===== src/rtl/codificador_botoes_fila_if.sv =====
// Consumer-side bus of the button encoder: show-ahead FIFO head, status flags and pop strobe.
interface codificador_botoes_fila_if #(parameter int W = 2);
   logic         ler;
   logic [W-1:0] codigo;
   logic         valido;
   logic         cheio;
   logic         multiplo;
   logic         descartado;

   modport master (input ler, output codigo, valido, cheio, multiplo, descartado);
   modport slave  (output ler, input codigo, valido, cheio, multiplo, descartado);
endinterface


===== src/rtl/codificador_botoes_fila.sv =====
// Debounced N-button encoder: sync + debounce per channel, press-edge encoding,
// show-ahead FIFO of codes with simultaneous-press and overflow flags.
module codificador_botoes_fila #(
   parameter int N_BOTOES        = 4,
   parameter int DEBOUNCE_CICLOS = 4,
   parameter int FIFO_PROF       = 4,
   parameter bit ATIVO_BAIXO     = 1'b1
) (
   input  logic                  clk,
   input  logic                  rst_n,
   input  logic [N_BOTOES-1:0]   botoes,
   codificador_botoes_fila_if.master fila
);
   localparam int W  = $clog2(N_BOTOES);
   localparam int PW = $clog2(FIFO_PROF);
   localparam int CW = $clog2(DEBOUNCE_CICLOS + 1);

   logic [N_BOTOES-1:0] botoes_int_s;
   logic [N_BOTOES-1:0] s1_r, s2_r, estavel_r, estavel_d_r;
   logic [CW-1:0]       cnt_r [N_BOTOES];
   logic [N_BOTOES-1:0] pressao_s;
   logic                um_s, multi_s, push_s, pop_s, push_ok_s, cheio_s, vazio_s;
   logic [W-1:0]        codigo_novo_s;
   logic [W-1:0]        mem_r [FIFO_PROF];
   logic [PW-1:0]       wr_ptr_r, rd_ptr_r;
   logic [PW:0]         ocup_r;
   logic                multiplo_r, descartado_r;

   assign botoes_int_s = ATIVO_BAIXO ? ~botoes : botoes;

   // Synchroniser chain, debounce counters and stable-level history.
   always_ff @(posedge clk or negedge rst_n) begin
      if (!rst_n) begin
         s1_r        <= '0;
         s2_r        <= '0;
         estavel_r   <= '0;
         estavel_d_r <= '0;
         for (int i = 0; i < N_BOTOES; i++) cnt_r[i] <= '0;
      end else begin
         s1_r        <= botoes_int_s;
         s2_r        <= s1_r;
         estavel_d_r <= estavel_r;
         for (int i = 0; i < N_BOTOES; i++) begin
            if (s2_r[i] == estavel_r[i]) begin
               cnt_r[i] <= '0;
            end else if (cnt_r[i] == CW'(DEBOUNCE_CICLOS - 1)) begin
               estavel_r[i] <= s2_r[i];
               cnt_r[i]     <= '0;
            end else begin
               cnt_r[i] <= cnt_r[i] + CW'(1);
            end
         end
      end
   end

   assign pressao_s = estavel_r & ~estavel_d_r;

   // Count press edges (one vs. several) and encode the single-press channel.
   always_comb begin
      um_s          = 1'b0;
      multi_s       = 1'b0;
      codigo_novo_s = '0;
      for (int i = 0; i < N_BOTOES; i++) begin
         multi_s       = multi_s | (pressao_s[i] & um_s);
         um_s          = um_s | pressao_s[i];
         codigo_novo_s = pressao_s[i] ? W'(N_BOTOES - 1 - i) : codigo_novo_s;
      end
   end

   assign vazio_s   = (ocup_r == '0);
   assign cheio_s   = (ocup_r == (PW+1)'(FIFO_PROF));
   assign push_s    = um_s & ~multi_s;
   assign pop_s     = fila.ler & ~vazio_s;
   // A full FIFO still accepts a push when the same cycle frees a slot.
   assign push_ok_s = push_s & (~cheio_s | pop_s);

   // FIFO pointers, occupancy and the one-cycle event flags.
   always_ff @(posedge clk or negedge rst_n) begin
      if (!rst_n) begin
         wr_ptr_r     <= '0;
         rd_ptr_r     <= '0;
         ocup_r       <= '0;
         multiplo_r   <= 1'b0;
         descartado_r <= 1'b0;
      end else begin
         multiplo_r   <= multi_s;
         descartado_r <= push_s & cheio_s & ~pop_s;
         if (push_ok_s) wr_ptr_r <= wr_ptr_r + PW'(1);
         if (pop_s)     rd_ptr_r <= rd_ptr_r + PW'(1);
         case ({push_ok_s, pop_s})
            2'b10:   ocup_r <= ocup_r + (PW+1)'(1);
            2'b01:   ocup_r <= ocup_r - (PW+1)'(1);
            default: ocup_r <= ocup_r;
         endcase
      end
   end

   // Code storage; contents are only observed through a non-zero occupancy.
   always_ff @(posedge clk) begin
      if (push_ok_s) mem_r[wr_ptr_r] <= codigo_novo_s;
   end

   assign fila.codigo     = vazio_s ? '0 : mem_r[rd_ptr_r];
   assign fila.valido     = ~vazio_s;
   assign fila.cheio      = cheio_s;
   assign fila.multiplo   = multiplo_r;
   assign fila.descartado = descartado_r;
endmodule


===== src/flat_wrapper.sv =====
// flat-port wrapper written by rule: the top's interface ports become plain ports
module codificador_botoes_fila_flat 
#(
   parameter int N_BOTOES        = 4,
   parameter int DEBOUNCE_CICLOS = 4,
   parameter int FIFO_PROF       = 4,
   parameter bit ATIVO_BAIXO     = 1'b1
)
  (clk, rst_n, botoes, fila_ler, fila_codigo, fila_valido, fila_cheio, fila_multiplo, fila_descartado);
  codificador_botoes_fila_if #(.W(2)) fila_i ();
  input  logic clk;
  input  logic rst_n;
  input  logic [N_BOTOES-1:0] botoes;
  input wire logic [$bits(fila_i.ler)-1:0] fila_ler;
  output wire logic [$bits(fila_i.codigo)-1:0] fila_codigo;
  output wire logic [$bits(fila_i.valido)-1:0] fila_valido;
  output wire logic [$bits(fila_i.cheio)-1:0] fila_cheio;
  output wire logic [$bits(fila_i.multiplo)-1:0] fila_multiplo;
  output wire logic [$bits(fila_i.descartado)-1:0] fila_descartado;
  assign fila_i.ler = fila_ler;
  assign fila_codigo = fila_i.codigo;
  assign fila_valido = fila_i.valido;
  assign fila_cheio = fila_i.cheio;
  assign fila_multiplo = fila_i.multiplo;
  assign fila_descartado = fila_i.descartado;
  codificador_botoes_fila #(.N_BOTOES(N_BOTOES), .DEBOUNCE_CICLOS(DEBOUNCE_CICLOS), .FIFO_PROF(FIFO_PROF), .ATIVO_BAIXO(ATIVO_BAIXO)) u_core (.clk(clk), .rst_n(rst_n), .botoes(botoes), .fila(fila_i));
endmodule

===== config.mk =====
export PLATFORM = sky130hd
export DESIGN_NAME = codificador_botoes_fila_flat
export DESIGN_NICKNAME = d
export VERILOG_FILES = /design/src/rtl/codificador_botoes_fila_if.sv /design/src/rtl/codificador_botoes_fila.sv /design/src/flat_wrapper.sv
export SDC_FILE = /design/constraint.sdc
export NUM_CORES = 1
export LEC_CHECK = 0
export ABC_AREA = 1
export CAP_MARGIN = 20
export CORE_UTILIZATION = 45
export DETAILED_ROUTE_END_ITERATION = 10
export PLACE_DENSITY = 0.63
export SYNTH_ARGS = -nofsm -noshare
export SYNTH_HDL_FRONTEND = slang
export SYNTH_SLANG_ARGS = --single-unit

===== constraint.sdc =====
create_clock -name clk -period 5.2 [get_ports clk]
set_input_delay 1.04 -clock clk [delete_from_list [all_inputs] [get_ports clk]]
set_output_delay 1.04 -clock clk [all_outputs]
set_load 0.1 [all_outputs]

# After elaboration in Yosys (flattened, before gate mapping)
# Memory sizes are Yosys's and may differ from the RTL's.
# Cells that the tools add are included.
# classes
mul	0
n_eq_ne	11
add_sub_neg	8
bitwise	25
reduce_logical	6
div_mod_pow	0
shifts	0
mux	16
n_lt_le_gt_ge	0
# ops
operator	count
2-to-1 mux 3 bit	8
adder 3 x 1 -> 3 bit, second input constant	5
== test 3 x 2 -> 1 bit, second input constant	4
2-to-1 mux 2 bit	5
AND 1 bit	8
NOT 1 bit	8
NOT 4 bit	2
AND reduction 2 bit	4
bitwise OR 1 bit	6
one-hot mux 3 bit (2 select lines)	1
adder 2 x 1 -> 2 bit, second input constant	2
AND 4 bit	1
== test 1 bit	4
== test 3 bit, second input constant	1
logical NOT 3 bit	1
subtractor 3 x 1 -> 3 bit, second input constant	1
== test 2 x 1 -> 1 bit, second input constant	1
== test 2 bit, second input constant	1
2-to-1 mux 1 bit	2
nonzero test 2 bit	1
# totals
mem_count	1
rom_bits	0
ff_bits	37
word_cells	83
ramBits	8
latch_bits	0
output_inout_bits	6
in_bits	7
# mem_list
memory	words	word_bits	rd	rd_clocked_by_memory_dff	wr	line	source
u_core.mem_r	4	2	1	0	1	codificador_botoes_fila.sv:24	logic [W-1:0] mem_r [FIFO_PROF];

# Logic depth before layout (Yosys ltp)
# depth
depth_word	11
depth_mapped	13
depth_no_buf	13

# Least setup slack after synthesis
# OpenSTA, ideal clock, no wires.
# synth_timing
path_kind	register -> output
startpoint	register u_core.ocup_r[1]
endpoint	output port fila_codigo[0]
n_path_buf	0
required_time_ps	4160
setup_slack_ps	1698
stages_incl_launch_ff	5
t_arrival_ps	2462
path_cell_list	dfrtp_1 inv_1 nand3_2 inv_1 a21oi_1
# synth_between
elab_chain_cells	2
# synth_lines
item	line	source
start, declared	codificador_botoes_fila.sv:26	logic [PW:0] ocup_r;
start signal, assigned	codificador_botoes_fila.sv:91	2'b10: ocup_r <= ocup_r + (PW+1)'(1);
start signal, assigned	codificador_botoes_fila.sv:92	2'b01: ocup_r <= ocup_r - (PW+1)'(1);
start signal, assigned	codificador_botoes_fila.sv:93	default: ocup_r <= ocup_r;
logical NOT 3 bit	codificador_botoes_fila.sv:70	assign vazio_s = (ocup_r == '0);
2-to-1 mux 2 bit	codificador_botoes_fila.sv:103	assign fila.codigo = vazio_s ? '0 : mem_r[rd_ptr_r];
end, declared	flat_wrapper.sv:15	output wire logic [$bits(fila_i.codigo)-1:0] fila_codigo;
# Every way passes these cells.

# Worst setup path after layout
# layout_timing
startpoint	register u_core.rd_ptr_r[0]
endpoint	output port fila_codigo[0]
# layout_between
elab_chain_cells	2
# layout_lines
item	line	source
start, declared	codificador_botoes_fila.sv:25	logic [PW-1:0] wr_ptr_r, rd_ptr_r;
start signal, assigned	codificador_botoes_fila.sv:89	if (pop_s) rd_ptr_r <= rd_ptr_r + PW'(1);
memory (4 x 2 bit)	-	
2-to-1 mux 2 bit	codificador_botoes_fila.sv:103	
# Every way passes these cells.

==> key figures <==
Floorplanning
  • Ports: 13
  • Starting Density: 0.470
  • Die H: 66.8 µm
  • DIE WIDTH: 66.8 µm
  • Die Area: around 4500 µm²
  • Core Region: 4030 µm²
  • Row cnt: 23

GRT
  • First-pass GRT wire length: between 4000 and 5000 µm
  • Overall routing resource usage: 0.153
  • Total grt overflow: 0
  • Vias in the first global route: 1140
  • Pin count of the biggest net entering global routing: 38
  • Antenna violations before repair: 0

Yosys
  • Mux contribution to synthesized area: 0.00595
  • Post-synth top area cell: dfrtp_1
  • Syn Std Cell Area: 1890 µm²
  • Avg Inst Size Synth: 10.6 µm²
  • Top FF cell, synth: dfrtp_1
  • Largest family of logic cells by synthesized area: simple AND/OR/NAND/NOR gates
  • Seq/Total Area, Yosys: 0.616
  • Register bit count reported by yosys: 45
  • Post-synth EDFFs: 8
  • Synth cell types: 22
  • Net Count, Synth: 196
  • Adder-Cell Fraction of Synth Area: 0.0701
  • Top cells by count, synth: dfrtp_1 (37), inv_1 (31), nand2_1 (27)
  • YS warnings: 0
  • Synth top area share: 0.489
  • Main area contributors after synthesis: dfrtp_1 (49%), edfxtp_1 (13%), inv_1 (6.2%), ha_1 (6.0%), nand2_1 (5.4%)
  • Ys async rst share: 0.822
  • Synth Area in Compound Gates: 0.0344
  • Count leader, synth: dfrtp_1
  • Mapped Cells: 179
  • Post-synthesis simple-gate area fraction: 0.173
  • Synth Area in XOR/XNOR: 0.0324

Clock tree
  • Hold-fix buffers at CTS: 0
  • Clock Latency Late Sink: between 0.2 and 0.3 ns
  • Root Buffer: clkbuf_8
  • Post-CTS setup buffer count: 0
  • Clk sinks: 45
  • CTS tree: built
  • Htree depth: 2
  • Max clock buf depth: 2
  • CTS buffer count: 5
  • Resized cells post-CTS: 0
  • Clk slew on worst S/H paths: 0.08 ns

Route
  • Drt total wl: around 2700 µm
  • Via density: approximately 4.6
  • ANT nets after route: 0
  • DRT Pass-1 Iters: 4
  • DR DRC count: 0
  • DRT iter0 DRCs: 23
  • Detailed-route via count: 1151
  • WL/cell: 10.8 µm

Setup path
  • Crit path DAT: 2.30 ns
  • R2R Path Start: u_core.ocup_r[1]$_DFFE_PN0P_
  • Critical Path Fanout Max: 6
  • FF-to-FF setup slack: 3.03 ns
  • Crit path largest cell delay: about 1.1 ns
  • Crit end category: output pin
  • R2R depth: 11
  • CP Class: reg -> out
  • Worst Path Required: between 4 and 5 ns
  • Worst setup SP type: flop
  • CP bufs+invs: 2
  • RR Endpoint: u_core.ocup_r[2]$_DFFE_PN0P_
  • Worst-path cell with the longest stage delay: clkdlybuf4s50_1
  • CP cell instances: inv_1 > o21ai_0 > a21oi_1 > clkdlybuf4s50_1
  • Delay-heaviest family, CP: buffers and inverters

STA
  • Rel. slew slack: 0.349
  • Final hold vios: 0
  • Min Tclk post-route: 3.34 ns
  • Max Slew Vio Count: 0
  • Unrepaired setup endpoints after global routing: no
  • Max frequency: about 300 MHz
  • Hold_ws: 0.350 ns
  • Period utilization: 0.643
  • Fin Setup TNS: 0 ns
  • Clk_skew: between 0.006 and 0.007 ns
  • Final setup fails: 0
  • Worst slew pin tran: between 0.9 and 1 ns

Job
  • MaxCap Viol Count: 0

Placement
  • I/O Buffers: 12
  • Final GP Congestion: 0.681
  • Detailed placement HPWL: about 2000 µm
  • Dpl cells: 241

Layout
  • Filler cell count: 353
  • # diodes: 0
  • Non-Filler Instances: ~250
  • Layout Utilization: 0.541
  • Final net count: 215
  • Ratio of cells with drive above 1 in the final layout: 0.106
  • Area growth syn-to-layout: 15.2%

Hold path
  • Hold EP: u_core.s2_r[3]$_DFF_PN0_
  • Hold depth: 0
  • Hold_sp: u_core.s1_r[3]$_DFF_PN0_
  • HP Class: reg -> reg

Outcome
  • Outcome: complete, no violations
-- cells in the final DEF (no fill, tap or decap) --
master	instances
nand2_4	1
xnor2_1	5
nand2_2	2
o21ai_0	7
dfrtp_1	37
buf_2	1
clkinv_1	1
inv_2	3
a21oi_1	6
nor3_1	5
mux2_2	1
nand3_2	1
nor2_2	3
ha_1	9
clkinvlp_4	1
nor3b_1	3
clkbuf_8	5
edfxtp_1	8
xor2_1	2
clkdlybuf4s50_1	11
fa_1	1
nand4_1	2
nand3_4	1
bufinv_16	1
nor3_2	1
nor2_1	23
nand2_1	27
inv_1	31
-- kinds of logic (layout without fill, tap and decap cells) --
| logic type | count (synthesis) | after routing |
|---|---|---|
| compound gates | 13 | 13 |
| xor+xnor | 7 | 7 |
| simple gates | 69 | 69 |
| flops | 45 | 45 |
| mux | 1 | 1 |
| buf+inv | 34 | 54 |
| fa+ha+maj | 10 | 10 |
-- worst max path at each step --
stage	start	to	slack, ns	depth (start not counted)
floorplan	u_core.ocup_r[1]$_DFFE_PN0P_	fila_codigo[0]	1.70	4
global placement	u_core.rd_ptr_r[0]$_DFFE_PN0P_	fila_codigo[0]	2.26	4
detailed placement	u_core.rd_ptr_r[0]$_DFFE_PN0P_	fila_codigo[0]	2.18	4
CTS	u_core.rd_ptr_r[0]$_DFFE_PN0P_	fila_codigo[0]	1.83	4
global route	u_core.rd_ptr_r[0]$_DFFE_PN0P_	fila_codigo[0]	1.68	5
finish	u_core.rd_ptr_r[0]$_DFFE_PN0P_	fila_codigo[0]	1.86	4
-- state kept, by name (all words and copies together), names as in the netlist --
signal	flops
u_core.estavel_d_r	4
u_core.fila.descartado	1
u_core.s1_r	4
u_core.fila.multiplo	1
u_core.cnt_r	12
u_core.rd_ptr_r	2
u_core.mem_r	8
u_core.estavel_r	4
u_core.s2_r	4
u_core.ocup_r	3
u_core.wr_ptr_r	2
-- per-stage QoR --
stage / worst slack [ns] / cell area, µm²
CTS: 1.83 / 2180
floorplan: 1.70 / 1890
finish: 1.86 / 2180
global placement: 2.26 / 2070
global route: 1.68 / 2180
detailed placement: 2.18 / 2070
-- per-layer routing --
metal | wire length [µm] | part of all wire | global-route usage | vias to the layer above
met2 | 1440 | 0.53 | 0.274 | 13
met4 | 65 | 0.024 | 0.0957 | 0
li1 | - | - | - | 590
met3 | 74 | 0.027 | 0.0462 | 5
met1 | 1120 | 0.41 | 0.153 | 543
met5 | 0 | 0 | 0 | -
-- cell type report --
cell class                      count  area (µm²)  share of cell area
Clock inverter                      3        41.3              0.0189
Tap cell                           50        62.6              0.0287
Timing Repair Buffer               12         115              0.0528
Clock buffer                        5        68.8              0.0316
Multi-Input combinational cell    100         598               0.274
Inverter                           34         128              0.0586
Sequential cell                    45        1170               0.535
-- worst reg2reg max path: stages (launching register included) --
cell and delay [ns]:
dfrtp_1 0.41, inv_1 0.12, nand3_2 0.11, nand2_2 0.13, nand2_4 0.08, nand3_4 0.13, ha_1 0.16, inv_1 0.07
fa_1 0.39, a21oi_1 0.17, o21ai_0 0.13, xor2_1 0.16
Power is left out: the tool's default activity adds up to more than one toggle a clock period on the data nets, which glitch-free logic cannot reach.
